## src/rtl/parallel_to_series.sv

```systemverilog
// -----------------------------------------------------------------------------
// parallel_to_series
//   Transmit-side serializer for the FSK link. A WIDTH-bit word is accepted
//   through a valid/ready handshake and sent on sig_ser LSB first, one bit per
//   BIT_CYCLES clocks. This way the receive-side shift-in register rebuilds
//   the word with its original bit order.
//
// Ports
//   clk_16      in   system clock; all logic on the rising edge
//   reset       in   synchronous, active-high reset
//   sig_par     in   [WIDTH] word to send; sampled only on accept
//   load_valid  in   sig_par holds a word to send
//   load_ready  out  block can accept a word this cycle (combinational)
//   sig_ser     out  serial bit stream, registered; IDLE_LEVEL when idle
//   bit_strobe  out  registered pulse in the last cycle of every bit period
//   frame_done  out  registered pulse on the bit_strobe of the final bit
//   busy        out  high while a frame is being shifted
// -----------------------------------------------------------------------------
module parallel_to_series #(
   parameter int   WIDTH      = 16,
   parameter int   BIT_CYCLES = 1,
   parameter logic IDLE_LEVEL = 1'b0
) (
   input  logic             clk_16,
   input  logic             reset,
   input  logic [WIDTH-1:0] sig_par,
   input  logic             load_valid,
   output logic             load_ready,
   output logic             sig_ser,
   output logic             bit_strobe,
   output logic             frame_done,
   output logic             busy
);

   localparam int IDX_W = $clog2(WIDTH);
   // With BIT_CYCLES == 1 the divider is kept one bit wide and stays at zero.
   localparam int DIV_W = (BIT_CYCLES > 1) ? $clog2(BIT_CYCLES) : 1;

   localparam logic [0:0] ST_IDLE  = 1'b0;
   localparam logic [0:0] ST_SHIFT = 1'b1;

   localparam logic [IDX_W-1:0] IDX_LAST = IDX_W'(WIDTH - 1);
   localparam logic [DIV_W-1:0] DIV_LAST = DIV_W'(BIT_CYCLES - 1);

   logic [0:0]       state,   state_n;
   logic [WIDTH-1:0] shreg,   shreg_n;
   logic [IDX_W-1:0] bit_idx, bit_idx_n;
   logic [DIV_W-1:0] div,     div_n;
   logic             sig_ser_n;
   logic             strobe_n;
   logic             done_n;

   logic bit_end;
   logic last_cycle;
   logic accept;

   assign bit_end    = (state == ST_SHIFT) && (div == DIV_LAST);
   assign last_cycle = bit_end && (bit_idx == IDX_LAST);
   // Accepting in the last cycle of a frame lets the next frame follow with no idle gap.
   assign load_ready = !reset && ((state == ST_IDLE) || last_cycle);
   assign accept     = load_valid && load_ready;

   always_comb begin
      // NOTE: every signal gets a hold value first so no path leaves one
      // unassigned; that is what keeps this block from inferring latches.
      state_n   = state;
      shreg_n   = shreg;
      bit_idx_n = bit_idx;
      div_n     = div;
      sig_ser_n = sig_ser;

      if (accept) begin
         state_n   = ST_SHIFT;
         shreg_n   = sig_par;
         bit_idx_n = '0;
         div_n     = '0;
         sig_ser_n = sig_par[0];
      end else if (state == ST_SHIFT) begin
         if (last_cycle) begin
            state_n   = ST_IDLE;
            bit_idx_n = '0;
            div_n     = '0;
            sig_ser_n = IDLE_LEVEL;
         end else if (bit_end) begin
            // The word shifts right so the next bit to send always sits in shreg[1].
            div_n     = '0;
            bit_idx_n = bit_idx + 1'b1;
            shreg_n   = shreg >> 1;
            sig_ser_n = shreg[1];
         end else begin
            div_n = div + 1'b1;
         end
      end

      // The strobes are registered, so they are computed from the next-state
      // values. That makes them line up with the cycle they describe.
      strobe_n = (state_n == ST_SHIFT) && (div_n == DIV_LAST);
      done_n   = strobe_n && (bit_idx_n == IDX_LAST);
   end

   always_ff @(posedge clk_16) begin
      // NOTE: sequential state uses non-blocking assignments, so every flop
      // samples values from before the edge, whatever the statement order.
      if (reset) begin
         state      <= ST_IDLE;
         shreg      <= '0;
         bit_idx    <= '0;
         div        <= '0;
         sig_ser    <= IDLE_LEVEL;
         bit_strobe <= 1'b0;
         frame_done <= 1'b0;
         busy       <= 1'b0;
      end else begin
         state      <= state_n;
         shreg      <= shreg_n;
         bit_idx    <= bit_idx_n;
         div        <= div_n;
         sig_ser    <= sig_ser_n;
         bit_strobe <= strobe_n;
         frame_done <= done_n;
         busy       <= (state_n == ST_SHIFT);
      end
   end

endmodule

```

## config.mk

```make
export PLATFORM = sky130hd
export DESIGN_NAME = parallel_to_series
export DESIGN_NICKNAME = d
export VERILOG_FILES = /design/src/rtl/parallel_to_series.sv
export SDC_FILE = /design/constraint.sdc
export NUM_CORES = 1
export LEC_CHECK = 0
export ABC_AREA = 1
export CAP_MARGIN = 20
export CORE_ASPECT_RATIO = 1.2
export CORE_MARGIN = 5
export CORE_UTILIZATION = 35
export DETAILED_ROUTE_END_ITERATION = 10
export MAX_ROUTING_LAYER = met4
export PLACE_DENSITY_LB_ADDON = 0.25
export SLEW_MARGIN = 0
export SYNTH_ARGS = -nofsm -noshare
export SYNTH_HDL_FRONTEND = slang
export SYNTH_SLANG_ARGS = --single-unit
export TNS_END_PERCENT = 30
```

## constraint.sdc

```tcl
create_clock -name clk_16 -period 1.9 [get_ports clk_16]
set_input_delay 0.19 -clock clk_16 [delete_from_list [all_inputs] [get_ports clk_16]]
set_output_delay 0.19 -clock clk_16 [all_outputs]
set_load 0.1 [all_outputs]
```

==> flow_metrics.tcl <==
set metrics [dict create \
    critPathCaptureType "output pin" \
    cp-start-kind "flip-flop" \
    io_pins 24 \
    drv_cap 0 \
    grt_pass1_vias 1207 \
    syn_nets 238 \
    vias_per_cell 4.468 \
    path_cells "ha_1 -> nand4_1 -> nand2_2 -> inv_1 -> nor2_4 -> buf_12" \
    powerDensity_nw_per_um2 761.5 \
    grtUsageTotal 0.1291 \
    core.rowCount 25 \
    fin_tns_setup_ns 0 \
    root_buffer "clkbuf_8" \
    max-vdd-ir-drop_uv 384.0 \
    status "finished clean" \
    critPathKind "flip-flop to output pin" \
    numCtsBuffers 3 \
    clk_pin_slew_ns 0.09 \
    antenna_found_initial 0 \
    cts_resized 0 \
    setup_viol 0 \
    syn_area_sq_um 1368 \
    die_x_um 67.06 \
    syn_to_final_growth_pct 24.61 \
    start_util 0.3554 \
    drcViolationCount 0 \
    drive_gt1_frac 0.1046 \
    first_iter_violations 104 \
    slowest_delay_ns 0.38 \
    core_sq_um 3847 \
    drt-pass1-iter-count 4 \
    ys_seq_area_frac 0.3513 \
    drv_slew 0 \
    cts.sinks 24 \
    synth.largest_area_cell "dfxtp_1" \
    die-area_sq_um 5263 \
    netlist_top_cells_area "dfxtp_1 (35%), nand2_1 (19%), inv_1 (9.1%)" \
    mostFrequentLayoutCells "nand2_1 (71), inv_1 (33), nor2_1 (26), dfxtp_1 (23), nand3_1 (19)" \
    syn_avg_cell_area_sq_um 6.273 \
    post_cts_buffers 0 \
    ys_warn_count 0 \
    place_congestion 0.7781 \
    period_needed_ns 1.737 \
    fin_ws_ns 0.1632 \
    cts_hold_buffers 0 \
    io_buffers 23 \
    via_count 1309 \
    path_buf_inv 2 \
    r2r_start "bit_idx[1]" \
    clock_latency_ns 0.27 \
    grt_max_degree 35 \
    crit_fanout 6 \
    syn_inst 218 \
    critPathTopFamily "simple AND/OR/NAND/NOR gates" \
    wire_per_inst_um 10.15 \
    wl_mm 2.975 \
    ant_nets 0 \
    hp-class "flip-flop to flip-flop" \
    ys_ff_latch 24 \
    crit_required_ns 1.71 \
    cp-startpoint "bit_idx[1]" \
    post-route-util 0.4429 \
    final_common_cell "nand2_1" \
    relSlewSlack 0.7574 \
    hold_viol_final 0 \
    cts_tree "done" \
    clockBufferDepth 2 \
    synth_cell_types 18 \
    dp_slack_ns 0.2909 \
    p_leak_nw 0.8825 \
    fin_skew_ns 0.005360 \
    grt_pass1_wl_mm 5.271 \
    fin_crit_sh 0.9141 \
    fmax_mhz 575.8 \
    cp_slowest_cell "dfxtp_1" \
    worst_slew_pin_slew_ns 0.3639 \
    htreeDepth 1 \
    crit_arrival_ns 1.55 \
    min_from "shreg[15]" \
    grt.overflow.total 0 \
    diodes 0 \
    synth_top_area_frac 0.3513 \
    rsz0062_at_grt "false" \
    finalNetCount 260 \
    hpwl_mm 2.155 \
    die_h_um 78.48 \
]
==> cells in the mapped netlist, drive strengths merged <==
cell,instances
ha,1
dfxtp,24
clkbuf,1
nand2,73
buf,11
inv,36
nand3b,3
nand4,16
nor2,28
or2,1
nand3,20
a21oi,4
==> stage by stage <==
step	instance area [sq um]	hold WS, ns	total power (W)	std cells
2_1_floorplan	1376	0.3249	0.0007834	218
3_3_place_gp	1633	0.4743	0.0008635	289
3_5_place_dp	1633	0.4717	0.0008638	289
4_1_cts	1704	0.4856	0.001318	293
5_1_grt	1704	0.5084	0.001374	293
6_report	1704	0.4826	0.001298	293
==> state kept, by name, summed over array words and instances (netlist names) <==
register,flops
shreg,15
bit_idx,4
bit_strobe,1
div,1
frame_done,1
sig_ser,1
state,1
==> path summary, 6_finish.rpt <==
kind	depth (start not counted)	slack [ns]	endpoint
worst max-delay path	6	0.16	load_ready
worst max register to register	8	0.28	frame_done
worst min-delay path	2	0.48	shreg[15]
worst min register to register	2	0.48	shreg[15]
==> per-layer routing <==
metal  share of wire  GRT usage
met2            0.48     0.2114
met3           0.034    0.02289
met1            0.47     0.1608
met4           0.013    0.03651
met5               0          -
==> tightest hold or removal path, stage by stage, from the launching register on <==
cell and delay [ns]:
dfxtp_1 0.31, nand3_1 0.07, a21oi_1 0.06
==> logic make-up (layout without fill, tap and decap cells) <==
family,Yosys count,in the layout,share of synthesized area
adder cells (fa/ha/maj),1,1,0.009148
flip-flops,24,24,0.3513
buffers and inverters,48,69,0.1619
AO/OA/AOI/OAI,4,4,0.01464
AND/OR/NAND/NOR,141,141,0.4630
==> power by group <==
part,leakage [nW],switching [W],internal (W)
clock network,0.0357,0.000166,0.000282
registers,0.198,0.0000127,0.000537
logic,0.649,0.000184,0.000116
total,0.883,0.000363,0.000935
==> area by class of cell <==
cell class / instances / area (sq um)
inverters: 36 / 135.1
clock buffers: 3 / 41.29
flip-flops and latches: 24 / 481.7
repair buffers: 29 / 275.3
fillers: 405 / 2143
well taps: 54 / 67.56
clock inverters: 1 / 30.03
multi-input cells: 146 / 673.1
(Power assumes the default switching activity.)
